<file path="src/rtl/multicycle_control_if.sv">
// rtl/multicycle_control_if.sv - control bundle between the multi-cycle FSM and the MIPS datapath
//
// Signals:
//   instruction  opcode field IR[31:26] (datapath -> control)
//   memReady     shared memory completes current access (datapath -> control)
//   pcWrite, pcWriteCond, iorD, memRead, memWrite, irWrite, memToReg,
//   regDst, RegWrite, ALUSrcA, ALUSrcB, ALUop, pcSource
//                datapath enables and mux selects (control -> datapath)
//   instrDone    last cycle of the current instruction
//   illegalOp    undefined opcode seen in DECODE
//   state        current FSM state code for debug
// Modports: master = control FSM, slave = datapath side.
interface multicycle_control_if;
    logic [5:0] instruction;
    logic       memReady;
    logic       pcWrite;
    logic       pcWriteCond;
    logic       iorD;
    logic       memRead;
    logic       memWrite;
    logic       irWrite;
    logic       memToReg;
    logic       regDst;
    logic       RegWrite;
    logic       ALUSrcA;
    logic [1:0] ALUSrcB;
    logic [1:0] ALUop;
    logic [1:0] pcSource;
    logic       instrDone;
    logic       illegalOp;
    logic [3:0] state;

    modport master (
        input  instruction, memReady,
        output pcWrite, pcWriteCond, iorD, memRead, memWrite, irWrite,
               memToReg, regDst, RegWrite, ALUSrcA, ALUSrcB, ALUop,
               pcSource, instrDone, illegalOp, state
    );

    modport slave (
        output instruction, memReady,
        input  pcWrite, pcWriteCond, iorD, memRead, memWrite, irWrite,
               memToReg, regDst, RegWrite, ALUSrcA, ALUSrcB, ALUop,
               pcSource, instrDone, illegalOp, state
    );
endinterface

</file>
<file path="src/rtl/multicycle_control.sv">
// rtl/multicycle_control.sv - Moore FSM sequencing the multi-cycle MIPS datapath
//
// Ports:
//   clk    rising-edge clock
//   rst_n  asynchronous active-low reset, forces FETCH
//   bus    multicycle_control_if.master: opcode and memReady in, every
//          datapath enable/select plus instrDone, illegalOp and state out
module multicycle_control #(
    parameter logic [5:0] OP_RTYPE = 6'b000000,
    parameter logic [5:0] OP_LW    = 6'b100011,
    parameter logic [5:0] OP_SW    = 6'b101011,
    parameter logic [5:0] OP_BEQ   = 6'b000100,
    parameter logic [5:0] OP_ADDI  = 6'b001000,
    parameter logic [5:0] OP_J     = 6'b000010
) (
    input  logic                        clk,
    input  logic                        rst_n,
    multicycle_control_if.master        bus
);

    typedef enum logic [3:0] {
        FETCH  = 4'd0,
        DECODE = 4'd1,
        MEMADR = 4'd2,
        MEMRD  = 4'd3,
        MEMWB  = 4'd4,
        MEMWR  = 4'd5,
        EXEC   = 4'd6,
        ALUWB  = 4'd7,
        BRANCH = 4'd8,
        ADDIEX = 4'd9,
        ADDIWB = 4'd10,
        JUMP   = 4'd11
    } state_t;

    state_t curState;
    state_t nextState;

    always_ff @(posedge clk or negedge rst_n) begin
        if (!rst_n) begin
            curState <= FETCH;
        end else begin
            curState <= nextState;
        end
    end

    assign bus.state = curState;

    always_comb begin
        nextState       = FETCH;
        bus.pcWrite     = 1'b0;
        bus.pcWriteCond = 1'b0;
        bus.iorD        = 1'b0;
        bus.memRead     = 1'b0;
        bus.memWrite    = 1'b0;
        bus.irWrite     = 1'b0;
        bus.memToReg    = 1'b0;
        bus.regDst      = 1'b0;
        bus.RegWrite    = 1'b0;
        bus.ALUSrcA     = 1'b0;
        bus.ALUSrcB     = 2'b00;
        bus.ALUop       = 2'b00;
        bus.pcSource    = 2'b00;
        bus.instrDone   = 1'b0;
        bus.illegalOp   = 1'b0;

        case (curState)
            FETCH: begin
                // PC+4 is computed every fetch cycle but only committed,
                // together with the IR load, in the cycle memory delivers.
                bus.memRead = 1'b1;
                bus.ALUSrcB = 2'b01;
                bus.irWrite = bus.memReady;
                bus.pcWrite = bus.memReady;
                nextState   = bus.memReady ? DECODE : FETCH;
            end
            DECODE: begin
                // ALUOut <= PC + (imm << 2): branch target precomputed here.
                bus.ALUSrcB = 2'b11;
                case (bus.instruction)
                    OP_LW, OP_SW: nextState = MEMADR;
                    OP_RTYPE:     nextState = EXEC;
                    OP_BEQ:       nextState = BRANCH;
                    OP_ADDI:      nextState = ADDIEX;
                    OP_J:         nextState = JUMP;
                    default: begin
                        bus.illegalOp = 1'b1;
                        bus.instrDone = 1'b1;
                        nextState     = FETCH;
                    end
                endcase
            end
            MEMADR: begin
                bus.ALUSrcA = 1'b1;
                bus.ALUSrcB = 2'b10;
                // Opcode is re-sampled here; anything not a load/store drops
                // back to FETCH rather than touching memory.
                if (bus.instruction == OP_LW) begin
                    nextState = MEMRD;
                end else if (bus.instruction == OP_SW) begin
                    nextState = MEMWR;
                end else begin
                    nextState = FETCH;
                end
            end
            MEMRD: begin
                bus.memRead = 1'b1;
                bus.iorD    = 1'b1;
                nextState   = bus.memReady ? MEMWB : MEMRD;
            end
            MEMWB: begin
                bus.memToReg  = 1'b1;
                bus.RegWrite  = 1'b1;
                bus.instrDone = 1'b1;
                nextState     = FETCH;
            end
            MEMWR: begin
                bus.memWrite  = 1'b1;
                bus.iorD      = 1'b1;
                bus.instrDone = bus.memReady;
                nextState     = bus.memReady ? FETCH : MEMWR;
            end
            EXEC: begin
                bus.ALUSrcA = 1'b1;
                bus.ALUop   = 2'b10;
                nextState   = ALUWB;
            end
            ALUWB: begin
                bus.regDst    = 1'b1;
                bus.RegWrite  = 1'b1;
                bus.instrDone = 1'b1;
                nextState     = FETCH;
            end
            BRANCH: begin
                bus.ALUSrcA     = 1'b1;
                bus.ALUop       = 2'b01;
                bus.pcWriteCond = 1'b1;
                bus.pcSource    = 2'b01;
                bus.instrDone   = 1'b1;
                nextState       = FETCH;
            end
            ADDIEX: begin
                bus.ALUSrcA = 1'b1;
                bus.ALUSrcB = 2'b10;
                nextState   = ADDIWB;
            end
            ADDIWB: begin
                bus.RegWrite  = 1'b1;
                bus.instrDone = 1'b1;
                nextState     = FETCH;
            end
            JUMP: begin
                bus.pcWrite   = 1'b1;
                bus.pcSource  = 2'b10;
                bus.instrDone = 1'b1;
                nextState     = FETCH;
            end
            default: begin
                // Codes 12-15: all outputs stay 0, recover to FETCH.
                nextState = FETCH;
            end
        endcase
    end

endmodule

</file>
<file path="src/flat_wrapper.sv">
// flat-port wrapper written by rule: the top's interface ports become plain ports
module multicycle_control_flat 
#(
    parameter logic [5:0] OP_RTYPE = 6'b000000,
    parameter logic [5:0] OP_LW    = 6'b100011,
    parameter logic [5:0] OP_SW    = 6'b101011,
    parameter logic [5:0] OP_BEQ   = 6'b000100,
    parameter logic [5:0] OP_ADDI  = 6'b001000,
    parameter logic [5:0] OP_J     = 6'b000010
)
  (clk, rst_n, bus_instruction, bus_memReady, bus_pcWrite, bus_pcWriteCond, bus_iorD, bus_memRead, bus_memWrite, bus_irWrite, bus_memToReg, bus_regDst, bus_RegWrite, bus_ALUSrcA, bus_ALUSrcB, bus_ALUop, bus_pcSource, bus_instrDone, bus_illegalOp, bus_state);
  multicycle_control_if bus_i ();
  input  logic clk;
  input  logic rst_n;
  input wire logic [$bits(bus_i.instruction)-1:0] bus_instruction;
  input wire logic [$bits(bus_i.memReady)-1:0] bus_memReady;
  output wire logic [$bits(bus_i.pcWrite)-1:0] bus_pcWrite;
  output wire logic [$bits(bus_i.pcWriteCond)-1:0] bus_pcWriteCond;
  output wire logic [$bits(bus_i.iorD)-1:0] bus_iorD;
  output wire logic [$bits(bus_i.memRead)-1:0] bus_memRead;
  output wire logic [$bits(bus_i.memWrite)-1:0] bus_memWrite;
  output wire logic [$bits(bus_i.irWrite)-1:0] bus_irWrite;
  output wire logic [$bits(bus_i.memToReg)-1:0] bus_memToReg;
  output wire logic [$bits(bus_i.regDst)-1:0] bus_regDst;
  output wire logic [$bits(bus_i.RegWrite)-1:0] bus_RegWrite;
  output wire logic [$bits(bus_i.ALUSrcA)-1:0] bus_ALUSrcA;
  output wire logic [$bits(bus_i.ALUSrcB)-1:0] bus_ALUSrcB;
  output wire logic [$bits(bus_i.ALUop)-1:0] bus_ALUop;
  output wire logic [$bits(bus_i.pcSource)-1:0] bus_pcSource;
  output wire logic [$bits(bus_i.instrDone)-1:0] bus_instrDone;
  output wire logic [$bits(bus_i.illegalOp)-1:0] bus_illegalOp;
  output wire logic [$bits(bus_i.state)-1:0] bus_state;
  assign bus_i.instruction = bus_instruction;
  assign bus_i.memReady = bus_memReady;
  assign bus_pcWrite = bus_i.pcWrite;
  assign bus_pcWriteCond = bus_i.pcWriteCond;
  assign bus_iorD = bus_i.iorD;
  assign bus_memRead = bus_i.memRead;
  assign bus_memWrite = bus_i.memWrite;
  assign bus_irWrite = bus_i.irWrite;
  assign bus_memToReg = bus_i.memToReg;
  assign bus_regDst = bus_i.regDst;
  assign bus_RegWrite = bus_i.RegWrite;
  assign bus_ALUSrcA = bus_i.ALUSrcA;
  assign bus_ALUSrcB = bus_i.ALUSrcB;
  assign bus_ALUop = bus_i.ALUop;
  assign bus_pcSource = bus_i.pcSource;
  assign bus_instrDone = bus_i.instrDone;
  assign bus_illegalOp = bus_i.illegalOp;
  assign bus_state = bus_i.state;
  multicycle_control #(.OP_RTYPE(OP_RTYPE), .OP_LW(OP_LW), .OP_SW(OP_SW), .OP_BEQ(OP_BEQ), .OP_ADDI(OP_ADDI), .OP_J(OP_J)) u_core (.clk(clk), .rst_n(rst_n), .bus(bus_i));
endmodule
</file>
<file path="config.mk">
export PLATFORM = sky130hd
export DESIGN_NAME = multicycle_control_flat
export DESIGN_NICKNAME = d
export VERILOG_FILES = /design/src/rtl/multicycle_control_if.sv /design/src/rtl/multicycle_control.sv /design/src/flat_wrapper.sv
export SDC_FILE = /design/constraint.sdc
export NUM_CORES = 1
export LEC_CHECK = 0
export ABC_AREA = 0
export CAP_MARGIN = 0
export CORE_UTILIZATION = 38
export CTS_CLUSTER_SIZE = 40
export DETAILED_ROUTE_END_ITERATION = 10
export GPL_ROUTABILITY_DRIVEN = 1
export PLACE_DENSITY = 0.94
export SYNTH_ARGS = -nofsm -noshare
export SYNTH_HDL_FRONTEND = slang
export SYNTH_SLANG_ARGS = --single-unit
</file>
<file path="constraint.sdc">
create_clock -name clk -period 4 [get_ports clk]
set_clock_uncertainty 0.15 [all_clocks]
set_input_delay 0.6 -clock clk [delete_from_list [all_inputs] [get_ports clk]]
set_output_delay 0.6 -clock clk [all_outputs]
set_load 0.05 [all_outputs]
</file>
# Yosys cells after proc, flatten, opt, wreduce, memory -nomap -nowiden
# Cells that the tools add are included.
# totals
reg_bits	4
inputBits	9
out_inout_bits	22
wordCells	50
# classes
eq_ne	16
muxes	23
n_reduce_logical	10
# ops
op	n
one-hot mux 4 bit (7 select lines)	1
one-hot mux 4 bit (5 select lines)	1
== test 4 x 3 -> 1 bit, second input constant	4
== test 4 bit, second input constant	4
== test 6 bit, second input constant	2
2-to-1 mux 1 bit	12
2-to-1 mux 3 bit	3
== test 4 x 2 -> 1 bit, second input constant	2
one-hot mux 2 bit (2 select lines)	2
OR reduction 2 bit	4
== test 6 x 2 -> 1 bit, second input constant	1
== test 6 x 3 -> 1 bit, second input constant	1
== test 6 x 4 -> 1 bit, second input constant	1
logical NOT 6 bit	1
one-hot mux 2 bit (3 select lines)	1
OR reduction 6 bit	1
OR reduction 5 bit	1
== test 4 x 1 -> 1 bit, second input constant	1
logical NOT 4 bit	1
2-to-1 mux 4 bit	1
OR reduction 4 bit	1
one-hot mux 1 bit (3 select lines)	1
OR reduction 3 bit	1
one-hot mux 1 bit (2 select lines)	1

# Depth between registers and ports, before layout
# logic_depth
word_depth	4
depth_mapped	6
mapped_depth_nobuf	4

# Worst setup path before layout
# OpenSTA, ideal clock, no wires.
# synth_path
path_kind	flip-flop to output port
startpoint	register u_core.curState[0] (netlist: u_core.bus.state[0])
endpoint	output bus_instrDone
arrival_ps	2833
required_ps	3250
setup_slack_ps	417
stages_incl_launch_ff	7
n_path_buf	2
path_cell_list	dfrtp_1 > buf_6 > nand2b_4 > buf_6 > nand2b_4 > nor3_1 > o21bai_1
# synth_via
elab_chain_len	3
elab_cells_between_ends	9
cone_classes	eq/ne (7); mux (1); reduce/logical (1)
# synth_lines
element	line_no	source
start, declared	multicycle_control.sv:36	state_t curState;
start signal, assigned	multicycle_control.sv:43	curState <= nextState;
== test 4 x 3 -> 1 bit or == test 4 bit (tied branches)	multicycle_control.sv:67	case (curState)
OR reduction 5 bit (no line)	n/a	
one-hot mux 1 bit (3 select lines) (*)	multicycle_control.sv:67	
end, declared	flat_wrapper.sv:30	output wire logic [$bits(bus_i.instrDone)-1:0] bus_instrDone;
# Every way passes the cells marked *; elsewhere a longest branch is shown, timed or not.

# Worst setup path in the final report
# layout_path
startpoint	input bus_instruction[2]
endpoint	output bus_instrDone
# layout_via
elab_chain_len	4
elab_cells_between_ends	9
cone_classes	eq/ne (5); mux (2); reduce/logical (2)
# layout_lines
element	line_no	source
start, declared	flat_wrapper.sv:15	input wire logic [$bits(bus_i.instruction)-1:0] bus_instruction;
== test 6 x 3 -> 1 bit (tied with other cells)	multicycle_control.sv:80	case (bus.instruction)
OR reduction 6 bit (no line) (*)	n/a	
2-to-1 mux 1 bit (*)	multicycle_control.sv:80	
one-hot mux 1 bit (3 select lines) (*)	multicycle_control.sv:67	
# Marks and branches as above.

==> results_dict.tcl <==
set metrics [dict create \
    yosys_warnings 0 \
    track_usage_pct 21.8 \
    drt-total-wl_um 1330 \
    yosysTopAreaCell "dfrtp_1" \
    clock-sinks 4 \
    wire_per_inst_um 12.1 \
    p_sw_share_pct 45.7 \
    ant_nets 0 \
    grt-ovfl-total 0 \
    grt_util_met3_pct 6.98 \
    dpl.cell_count 107 \
    final_util_pct 68.9 \
    drtPass1Iterations 4 \
    io_buffers 30 \
    fp-row-count 12 \
    reg2reg_depth 4 \
    synth_edf_count 0 \
    dieArea_mm2 0.00146 \
    drc_errors 0 \
    cts_resized 0 \
    switchingPower_uw 102 \
    hold_buffers 0 \
    p_leak_uw 0.000307 \
    yosysMostFrequentCell "nor2_1" \
    tightest_slew_ns 0.508 \
    cts_tree "done" \
    max_freq_ghz 0.298 \
    synthDistinctLibCells 31 \
    met1_usage_pct 27.3 \
    min_path_type "in2async" \
    regArea_um2 100 \
    worstSetupPathType "in2out" \
    vias 584 \
    clock_path_buffers 2 \
    synth_top_area_share_pct 20.1 \
    async_flop_share_pct 100 \
    synthCells 69 \
    seqPwrFrac_pct 22.1 \
    max-cap-violations 0 \
    hpwl_um 1050 \
    hold_viol_final 0 \
    grt-busiest-layer "met2" \
    finalSetupTns_ns 0 \
    status "complete, no violations" \
    viasPerCell 5.31 \
    clk_pin_slew_ns 0.04 \
    drtIter0Drc 8 \
    cp_data_required_time_ns 3.25 \
    synth_area_leaders "dfrtp_1 (20%), nor3_1 (8.0%), nor2_1 (6.8%), nand2b_4 (5.5%), buf_6 (4.5%)" \
    nNetsFinal 107 \
    clkPwrFrac_pct 22.4 \
    core_mm2 0.00116 \
    largest_reg_flops 4 \
    worstSkewPairLatency_ns 0.23 \
    use_met2_pct 35.6 \
    period_share_pct 83.8 \
    p_per_area_mw_per_mm2 281 \
    cp.arrival_ns 2.60 \
    ios 31 \
    syn_to_final_growth_pct 59.6 \
    initial_core_util_pct 43.2 \
    rsz0062_at_grt "no" \
    drive_above_1_share_pct 9.38 \
    synth_area_per_cell_um2 7.24 \
    gp_congestion 0.826 \
    drv_slew 0 \
    vdd_ir_drop_max_mv 0.172 \
    synth-seq-cells 4 \
    cp-start-kind "input port" \
    cts_buffers 3 \
    fin_cells 110 \
    die-width_um 38.2 \
    pwr-share-comb_pct 55.5 \
    intPower_uw 121 \
    die_y_um 38.2 \
    ys_seq_area_share_pct 20.1 \
    synth_flop_cell "dfrtp_1" \
    grt_antenna_before_repair 0 \
    multi_input_area_um2 342 \
    cp_max_fo 7 \
    diodes 0 \
    period_needed_ns 3.35 \
    grt_max_degree 13 \
    clockRootBuffer "clkbuf_4" \
    grt_pass1_vias 480 \
    syn_nets 78 \
    crit_path_end_kind "primary output" \
    fill_cells 104 \
    setup_viol 0 \
    slew_headroom_pct 66.1 \
    r2r_setup_slack_ns 2.18 \
    cts_setup_buffers 0 \
    synth.top_cells.by_count "nor2_1 (9), nor3_1 (8), dfrtp_1 (4), inv_1 (4), nand2_1 (4)" \
    grt_pass1_wl_um 2250 \
    htree_levels 1 \
    netlist_area_um2 499 \
]
[worst paths after layout]
path                                                 end                     startpoint
min reg2reg                u_core.bus.state[3]$_DFF_PN0_  u_core.bus.state[2]$_DFF_PN0_
max reg2reg                u_core.bus.state[3]$_DFF_PN0_  u_core.bus.state[1]$_DFF_PN0_
max                                        bus_instrDone             bus_instruction[2]
max in group asynchronous  u_core.bus.state[1]$_DFF_PN0_                          rst_n
min in group clk           u_core.bus.state[3]$_DFF_PN0_  u_core.bus.state[2]$_DFF_PN0_
min                        u_core.bus.state[3]$_DFF_PN0_                          rst_n
[power by group through the flow]
stage                     Sequential (µW)  Combinational, µW  Clock [µW]
after floorplan                      52.7               83.5           0
after global placement               49.9                123           0
after detailed placement             49.9                124           0
after CTS                            49.3                124        51.8
after global routing                 50.1                130        56.3
final                                49.4                124        50.1
[worst max-delay path, stage by stage]
cell and delay [ns]:
clkdlybuf4s50_1 0.60, maj3_1 0.22, nor2_1 0.04, nor3_1 0.20, o21bai_1 0.14, clkdlybuf4s50_1 0.81
[layout by cell type (no fill, tap or decap), types with 2 or more instances in the layout]
cell	netlist	routed
nand2b_4	2	2
nor3_1	8	8
nand3_1	3	3
a21oi_1	3	3
or3_1	2	2
o22ai_1	2	2
nor2_1	9	9
dfrtp_1	4	4
nand2b_1	3	3
clkdlybuf4s50_1	0	30
o21ai_0	3	3
clkbuf_4	0	3
inv_1	4	4
nand2_1	4	4
or4_1	2	2
[logic make-up after synthesis]
family | share of synthesized area, %
AND/OR/NAND/NOR | 42.9
AO/OA/AOI/OAI | 20.0
buffers and inverters | 11.5
flip-flops | 20.1
XOR/XNOR | 3.51
adder cells (fa/ha/maj) | 2.01
[layer usage]
metal / up-vias / wire length, µm
met4: 0 / 0
met3: 0 / 92
met5: - / 0
li1: 303 / -
met2: 28 / 634
met1: 253 / 604
[per-stage QoR]
| step | cell area [µm²] | setup WS (ns) | total power, µW | hold WS (ns) |
|---|---|---|---|---|
| finish | 797 | 0.647 | 224 | 0.422 |
| global route | 797 | 0.555 | 237 | 0.418 |
| CTS | 797 | 0.632 | 225 | 0.417 |
| detailed placement | 774 | 0.646 | 174 | 0.536 |
| global placement | 774 | 0.679 | 173 | 0.551 |
| floorplan | 499 | 0.417 | 136 | 0.154 |
[area by class of cell]
class	count	area share [%]
multi-input combinational	55	42.9
timing repair buffer	30	37.7
sequential	4	12.6
clock buffer	3	2.83
tap	14	2.20
inverter	4	1.88
Power figures use the tool's default switching activity.
